## config.mk

```make
export PLATFORM = sky130hd
export DESIGN_NAME = allocator
export DESIGN_NICKNAME = d
export VERILOG_FILES = /design/src/rtl/allocator_pkg.sv /design/src/rtl/allocator_rr_arbiter.sv /design/src/rtl/allocator.sv
export SDC_FILE = /design/constraint.sdc
export NUM_CORES = 1
export LEC_CHECK = 0
export CAP_MARGIN = 30
export CORE_MARGIN = 8
export CORE_UTILIZATION = 52
export CTS_CLUSTER_DIAMETER = 120
export DETAILED_ROUTE_END_ITERATION = 7
export PLACE_DENSITY = 0.85
export SLEW_MARGIN = 20
export SYNTH_ARGS = -nofsm -noshare
export SYNTH_HDL_FRONTEND = slang
export SYNTH_HIERARCHICAL = 1
export SYNTH_SLANG_ARGS = --single-unit
```

## constraint.sdc

```tcl
create_clock -name clk_i -period 8.35 [get_ports clk_i]
set_clock_uncertainty 0.05 [all_clocks]
set_input_delay 1.67 -clock clk_i [delete_from_list [all_inputs] [get_ports clk_i]]
set_output_delay 1.67 -clock clk_i [all_outputs]
set_load 0.02 [all_outputs]
```

## src/rtl/allocator_pkg.sv

```systemverilog
// Shared definitions for the output-channel allocator: flit-type codes,
// FSM state encoding and flit classification helpers.
package allocator_pkg;

  typedef enum logic {
    ST_IDLE = 1'b0,
    ST_BUSY = 1'b1
  } state_t;

  localparam logic [1:0] FLIT_HEAD   = 2'b10;
  localparam logic [1:0] FLIT_BODY   = 2'b00;
  localparam logic [1:0] FLIT_TAIL   = 2'b01;
  localparam logic [1:0] FLIT_SINGLE = 2'b11;

  function automatic logic is_head(input logic [1:0] f);
    return (f == FLIT_HEAD) || (f == FLIT_SINGLE);
  endfunction

  function automatic logic is_tail(input logic [1:0] f);
    return (f == FLIT_TAIL) || (f == FLIT_SINGLE);
  endfunction

endpackage

```

## src/rtl/allocator_rr_arbiter.sv

```systemverilog
// Round-robin arbiter: the search starts at ptr_i and wraps, first requester wins.
module rr_arbiter #(
  parameter int N = 5,
  localparam int SW = (N > 1) ? $clog2(N) : 1
) (
  input  logic [N-1:0]  req_i,
  input  logic [SW-1:0] ptr_i,
  output logic [N-1:0]  gnt_o,
  output logic [SW-1:0] gnt_idx_o,
  output logic          any_o
);

  logic [SW:0] w_pos;
  logic        w_found;

  // Scan requests from the pointer position, wrapping modulo N.
  always_comb begin
    gnt_o     = '0;
    gnt_idx_o = '0;
    w_found   = 1'b0;
    w_pos     = '0;
    for (int k = 0; k < N; k++) begin
      w_pos = {1'b0, ptr_i} + (SW+1)'(k);
      if (w_pos >= (SW+1)'(N)) begin
        w_pos = w_pos - (SW+1)'(N);
      end else begin
        w_pos = w_pos;
      end
      if (!w_found && req_i[w_pos[SW-1:0]]) begin
        w_found                 = 1'b1;
        gnt_o[w_pos[SW-1:0]]    = 1'b1;
        gnt_idx_o               = w_pos[SW-1:0];
      end else begin
        w_found = w_found;
      end
    end
  end

  assign any_o = |req_i;

endmodule

```

## src/rtl/allocator.sv

```systemverilog
// Wormhole output-channel allocator: grants one input at a time via round-robin
// and holds ownership until the owner's tail (or single) flit transfers.
module allocator
  import allocator_pkg::*;
#(
  parameter int IN_N        = 5,
  parameter int OUT_M       = 5,
  parameter int FLIT_ID_W   = 2,
  parameter int HOP_CNT_W   = 4,
  parameter int OUT_CHAN_ID = 0,
  localparam int RW = (OUT_M > 1) ? $clog2(OUT_M) : 1,
  localparam int SW = (IN_N > 1) ? $clog2(IN_N) : 1
) (
  input  logic                        clk_i,
  input  logic                        rst_i,
  input  logic [IN_N*RW-1:0]          rtr_res_i,
  input  logic [IN_N-1:0]             rtr_res_vld_i,
  input  logic [IN_N*HOP_CNT_W-1:0]   hop_count_i,
  input  logic [IN_N*FLIT_ID_W-1:0]   flit_id_i,
  input  logic [IN_N-1:0]             data_vld_i,
  input  logic                        forward_node_rdy_i,
  output logic [SW-1:0]               sel_o,
  output logic                        out_vld_o,
  output logic [IN_N-1:0]             chan_alloc_o
);

  state_t          r_state;
  logic [SW-1:0]   r_owner;
  logic [SW-1:0]   r_ptr;
  logic [IN_N-1:0] r_chan_alloc;

  logic [IN_N-1:0] w_req;
  logic [IN_N-1:0] w_gnt;
  logic [SW-1:0]   w_gnt_idx;
  logic            w_any;
  logic [SW-1:0]   w_ptr_nxt;
  logic [1:0]      w_owner_flit;
  logic            w_xfer;
  logic            w_unused_hop;

  assign w_unused_hop = ^hop_count_i;

  // An input requests only with a valid head-type flit routed to this output.
  always_comb begin
    w_req = '0;
    for (int i = 0; i < IN_N; i++) begin
      if (data_vld_i[i] && rtr_res_vld_i[i] &&
          (rtr_res_i[i*RW +: RW] == RW'(OUT_CHAN_ID)) &&
          is_head(flit_id_i[i*FLIT_ID_W +: 2])) begin
        w_req[i] = 1'b1;
      end else begin
        w_req[i] = 1'b0;
      end
    end
  end

  rr_arbiter #(.N(IN_N)) u_arb (
    .req_i     (w_req),
    .ptr_i     (r_ptr),
    .gnt_o     (w_gnt),
    .gnt_idx_o (w_gnt_idx),
    .any_o     (w_any)
  );

  assign w_ptr_nxt    = (w_gnt_idx == SW'(IN_N-1)) ? SW'(0) : (w_gnt_idx + SW'(1));
  assign w_owner_flit = flit_id_i[r_owner*FLIT_ID_W +: 2];
  assign w_xfer       = (r_state == ST_BUSY) && data_vld_i[r_owner] && forward_node_rdy_i;

  // Ownership FSM; the grant is taken only from IDLE, so release and re-grant never share a cycle.
  always_ff @(posedge clk_i) begin
    if (rst_i) begin
      r_state      <= ST_IDLE;
      r_owner      <= '0;
      r_ptr        <= '0;
      r_chan_alloc <= '0;
    end else begin
      case (r_state)
        ST_IDLE: begin
          if (w_any) begin
            r_state      <= ST_BUSY;
            r_owner      <= w_gnt_idx;
            r_ptr        <= w_ptr_nxt;
            r_chan_alloc <= w_gnt;
          end
        end
        ST_BUSY: begin
          if (w_xfer && is_tail(w_owner_flit)) begin
            r_state      <= ST_IDLE;
            r_chan_alloc <= '0;
          end
        end
        default: begin
          r_state      <= ST_IDLE;
          r_chan_alloc <= '0;
        end
      endcase
    end
  end

  assign sel_o        = r_owner;
  assign chan_alloc_o = r_chan_alloc;
  assign out_vld_o    = w_xfer;

endmodule

```

# After elaboration in Yosys (flattened, before gate mapping)
# Index checks and enable logic that the tools add are counted.
# Widths: inputs -> output; s select.
# totals
ff_bits,12
latch_bits,0
ram_bits,0
mem_bits_ro,0
input_bits,58
wordCells,149
n_memories,0
# classes
add_sub_neg,10
mul,0
n_div,0
order_cmp,16
n_eq_ne,15
shift,1
muxes,53
n_bitwise,5
reduce_logical,45
# op_table
operator,count
$mux 5,7
$mux 3,11
$logic_and 1x1->1,27
$lt 3x4->1 const B,6
$eq 2x2->1 const B,11
$mux 1,22
$or 5x5->5,4
$bmux 1 s3,6
$ge 4x3->1 const B,4
$demux 1 s3,5
$ge 3x1->1 const B,5
$logic_not 3->1,5
$sub 3x3->3 const B,5
$pmux 5 s2,1
$shiftx 10x5->2,1
$add 3x2->4 const B,2
$logic_or 1x1->1,6
$reduce_or 5->1,1
$add 3x1->4 const B,1
$add 3x3->4 const B,1
$logic_not 1->1,4
$ne 2x1->1 const B,2
$reduce_and 2->1,2
$add 3x1->3 const B,1
5 further kinds,5

# Longest topological paths before layout
# depth
word_depth,21
ltp_mapped,17

# Modules after synthesis
# Netlist, hierarchy kept.
# modules_own_cells
module,n_inst,cells_each,area_each_um2,seq_area_each_um2
rr_arbiter,1,217,1473.9,0.0
allocator,1,91,758.2,240.2

# Worst setup path after synthesis
# Ideal clock, no wire load.
# synth_path
path_kind,input port to flip-flop
from,input rtr_res_i[13]
to,register r_ptr[2]
arrival_ns,4.257
setup_slack_ns,3.965
stages,13
n_path_buf,0
cell_sequence,nor4b_1 and3_1 inv_1 or4_1 a31o_1 a211oi_2 o211ai_1 a2bb2oi_1 inv_1 ha_1 nor3b_1 nor3_1 nor3_1
# synth_between
elab_chain_cells,21
word_cells_on_any_way,36
# synth_lines
element,line,rtl
"start, declared",allocator.sv:16,"input logic [IN_N*RW-1:0] rtr_res_i,"
$logic_not 3->1 *,allocator.sv:48,(rtr_res_i[i*RW +: RW] == RW'(OUT_CHAN_ID)) &&
$logic_and 1x1->1 *,allocator.sv:47,if (data_vld_i[i] && rtr_res_vld_i[i] &&
$logic_and 1x1->1 *,allocator.sv:48,
$mux 1 *,allocator.sv:47,
named net w_req[4],allocator.sv:32,logic [IN_N-1:0] w_req;
$bmux 1 s3,allocator_rr_arbiter.sv:29,if (!w_found && req_i[w_pos[SW-1:0]]) begin
$mux 1 (not written as such),allocator_rr_arbiter.sv:29,
$mux 1,allocator_rr_arbiter.sv:29,
[... 7 more ...],n/a,
$logic_and 1x1->1,allocator_rr_arbiter.sv:29,
$mux 1,allocator_rr_arbiter.sv:29,
$logic_not 1->1,allocator_rr_arbiter.sv:29,
$logic_and 1x1->1,allocator_rr_arbiter.sv:29,
$mux 3 *,allocator_rr_arbiter.sv:29,
named net w_gnt_idx[0],allocator.sv:34,logic [SW-1:0] w_gnt_idx;
$add 3x1->3 / $eq 3x3->1 (equally long branches),allocator.sv:65,assign w_ptr_nxt = (w_gnt_idx == SW'(IN_N-1)) ? SW'(0) : (w_gnt_idx + SW'(1));
$mux 3 *,allocator.sv:65,
"end signal, assigned",allocator.sv:82,r_ptr <= w_ptr_nxt;
"end, declared",allocator.sv:29,logic [SW-1:0] r_ptr;
# Mark *: on every way through the listed nets, which the timed path passes. The rest lies on a longest branch. The select of a mux whose other input is x is not followed.
# A chain may end at the register's enable or synchronous reset.

# Final worst setup path
# layout_path
from,input data_vld_i[2]
to,output out_vld_o
# layout_between
elab_chain_cells,4
# layout_lines
element,line,rtl
"start, declared",allocator.sv:20,"input logic [IN_N-1:0] data_vld_i,"
$bmux 1 s3,allocator.sv:67,assign w_xfer = (r_state == ST_BUSY) && data_vld_i[r_owner] && forward_node_rdy_i;
$mux 1 (not written as such),allocator.sv:67,
$logic_and 1x1->1 (2 in a row),allocator.sv:67,
"end, declared",allocator.sv:23,"output logic out_vld_o,"
# No other way between the ends. The select of a mux whose other input is x is not followed.

==> metrics <==
status complete, no violations; vias post-DR 2596; NumNets Final 412; Seq cells post-synth 12; Die X 81.52 um; Die Area 0.006645 mm^2; RePlAce Congestion 0.9622; synth unique cells 73; Buffers on Ports 46; drt initial violations 413; Final Hold Fails 0; layout overhead on the synthesized area 21.86%; global-route wire length before repair 11630 um; initial core utilization 52.72%; Pins Over Slew Limit 0; number of synthesized flops with an enable pin 0; total CTS buffers 3; CP Capture Type output port; post-DR wirelength/cell 18.04 um; Hold Crit Class reg2reg; crit-path cells clkdlybuf4s50_1 -> a21oi_1 -> o221ai_1 -> and2_1 -> clkdlybuf4s50_1; CTS clk-pin slew, worst paths 50 ps; post-synth top area cell dfxtp_1; post-synth top area share 10.76%; Placed Instances 390; crit path DAT 3500 ps; largest net degree at the start of global routing 28; register area share after synthesis 10.76%; flop2flop setup slack 3570 ps; Post-Layout Cell Count 393; post-synthesis cell area 0.002232 mm^2; TNS Setup 0 ps; antenna violations before repair 0; IO Count 67; Ys Warns 6; core area 0.004234 mm^2; GRT Total Usage 21.17%; router iterations before antenna repair 5; final setup fails 0; hold buffers post-CTS 0; max_cap viols 0; Cell Area, Placed 0.002679 mm^2; detailed-route vias per instance 6.606; relative slew slack 52.92%; DRC Markers 0; Peak VDD IR 0.05916 mV; std cell rows 24; Crit path largest cell delay 600 ps; Setup Buffers After CTS 0; Synth area leaders dfxtp_1 11%, ha_1 5.6%, a21oi_1 5.4%, nand2_1 4.4%, o211ai_1 3.7%; LEAKAGE 0.0009584 uW; worst skew pair latency 240 ps; ys flop type dfxtp_1; post-route ant nets 0; ys async rst share 0%; Pwr Total 365.8 uW; TritonCTS clock tree built; clock sinks 12; FMAX 191.5 MHz; syn_area_per_cell 7.247 um^2; required time of the critical path 6630 ps; Worst Tran Pin Value 705.0 ps; crit-path max FO 3; RSZ-0062 raised after global routing false; root buffer cell clkbuf_8; synthesized net count 377; crit path max-delay cell type clkdlybuf4s50_1; deepest level of the CTS H-tree 1; total global routing overflow 0; post-route minimum period 5223 ps; Antenna Cells 0; fin area 0.002720 mm^2; CTS resizes 0; Mapped Cells 308; Max Root-Sink Buffers 2; share of cells above drive strength 1 8.504%; Setup crit start kind input port; Tcrit/Tclk final 62.55%; final WL 7088 um; Die Ht 81.52 um; crit-path most repeated cell clkdlybuf4s50_1; Critical Setup Path Class in2out; vias in the first global route 2412; Power Density 134.5 mW/mm^2; DP Wirelength 5458 um
## cell families after synthesis
logic type                 after synthesis  share of synthesized area (%)
AOI/OAI and AO/OA                      108                          37.05
xor gates and xnor gates                 2                         0.7849
adders and majority gates               11                          6.502
buffers and inverters                   33                          6.558
DFF                                     12                          10.76
muxes                                   11                          5.437
and+or+nand+nor                        131                          32.90
## cells in the final DEF, fill, tap and decap left out, types with 3 or more instances in the layout
| cell | n |
|---|---|
| clkdlybuf4s50_1 | 46 |
| nand2_1 | 26 |
| a21oi_1 | 24 |
| nor2_1 | 18 |
| inv_1 | 13 |
| dfxtp_1 | 12 |
| nand2b_1 | 11 |
| nand3_1 | 11 |
| o211ai_1 | 11 |
| and3_1 | 10 |
| ha_1 | 10 |
| o21ai_0 | 9 |
| nor3_1 | 8 |
| nor2b_1 | 8 |
| mux2i_1 | 7 |
| nor4b_1 | 5 |
| a31oi_1 | 5 |
| o21ai_1 | 5 |
| a211oi_1 | 5 |
| nor4_1 | 5 |
| o21a_1 | 5 |
| a211oi_2 | 4 |
| nand4_1 | 4 |
| or2_2 | 4 |
| or3_1 | 4 |
| clkbuf_8 | 3 |
| o32ai_1 | 3 |
| or4_1 | 3 |
| o31ai_1 | 3 |
## state kept, by name (all words and copies together) (netlist names)
| name | count |
|---|---|
| chan_alloc_o | 5 |
| r_ptr | 3 |
| sel_o | 3 |
| r_state | 1 |
## worst paths after layout
path | from | to | cells past startpoint
max | data_vld_i[2] | out_vld_o | 5
min | chan_alloc_o[4] | chan_alloc_o[4] | 2
max reg2reg | r_ptr[1] | r_ptr[2] | 14
min reg2reg | chan_alloc_o[4] | chan_alloc_o[4] | 2
## stage by stage
| step | utilization (%) | hold slack (ps) | setup WS (ps) |
|---|---|---|---|
| global route | 64.24 | 441.8 | 2919 |
| detailed placement | 63.27 | 412.0 | 3024 |
| global placement | 63.27 | 406.9 | 3133 |
| finish | 64.24 | 417.5 | 3127 |
| CTS | 64.24 | 419.6 | 3097 |
| floorplan | - | 489.1 | 3965 |
## layout make-up
class,instances,area [um^2]
clock buffer,3,41.29
inverter,16,60.06
multi-input combinational,263,1846
sequential,12,240.2
fill,380,1514
timing repair buffer,47,467.9
tap,52,65.06
## synthesized netlist by cell type, types with 7 or more instances
cell type	n
nand2_1	26
a21oi_1	24
nor2_1	18
inv_1	13
dfxtp_1	12
nand2b_1	11
nand3_1	11
o211ai_1	11
and3_1	10
ha_1	10
o21ai_0	9
buf_2	8
nor2b_1	8
nor3_1	8
mux2i_1	7
## worst max-delay path, delay by kind of cell
family	cells	cell delay (ps)
buffers and inverters	2	1110
AND/OR/NAND/NOR	1	200
AO/OA/AOI/OAI	2	520
## layer usage
layer  part of all wire [%]  track usage [%]  wire (um)  vias to the layer above
met3                     13            5.142        945                       12
met2                     44            34.84       3128                      154
met4                   0.62            3.750         44                        0
met5                      0                0          0                        -
met1                     42            27.52       2969                     1183
li1                       -                -          -                     1247
## power breakdown
group	switching [uW]	leakage, uW	internal (uW)
clock network	20.2	0.0000216	31.7
logic	146	0.000840	102
registers	5.89	0.0000970	60.3
No activity file was read; power rests on OpenSTA's default activity.
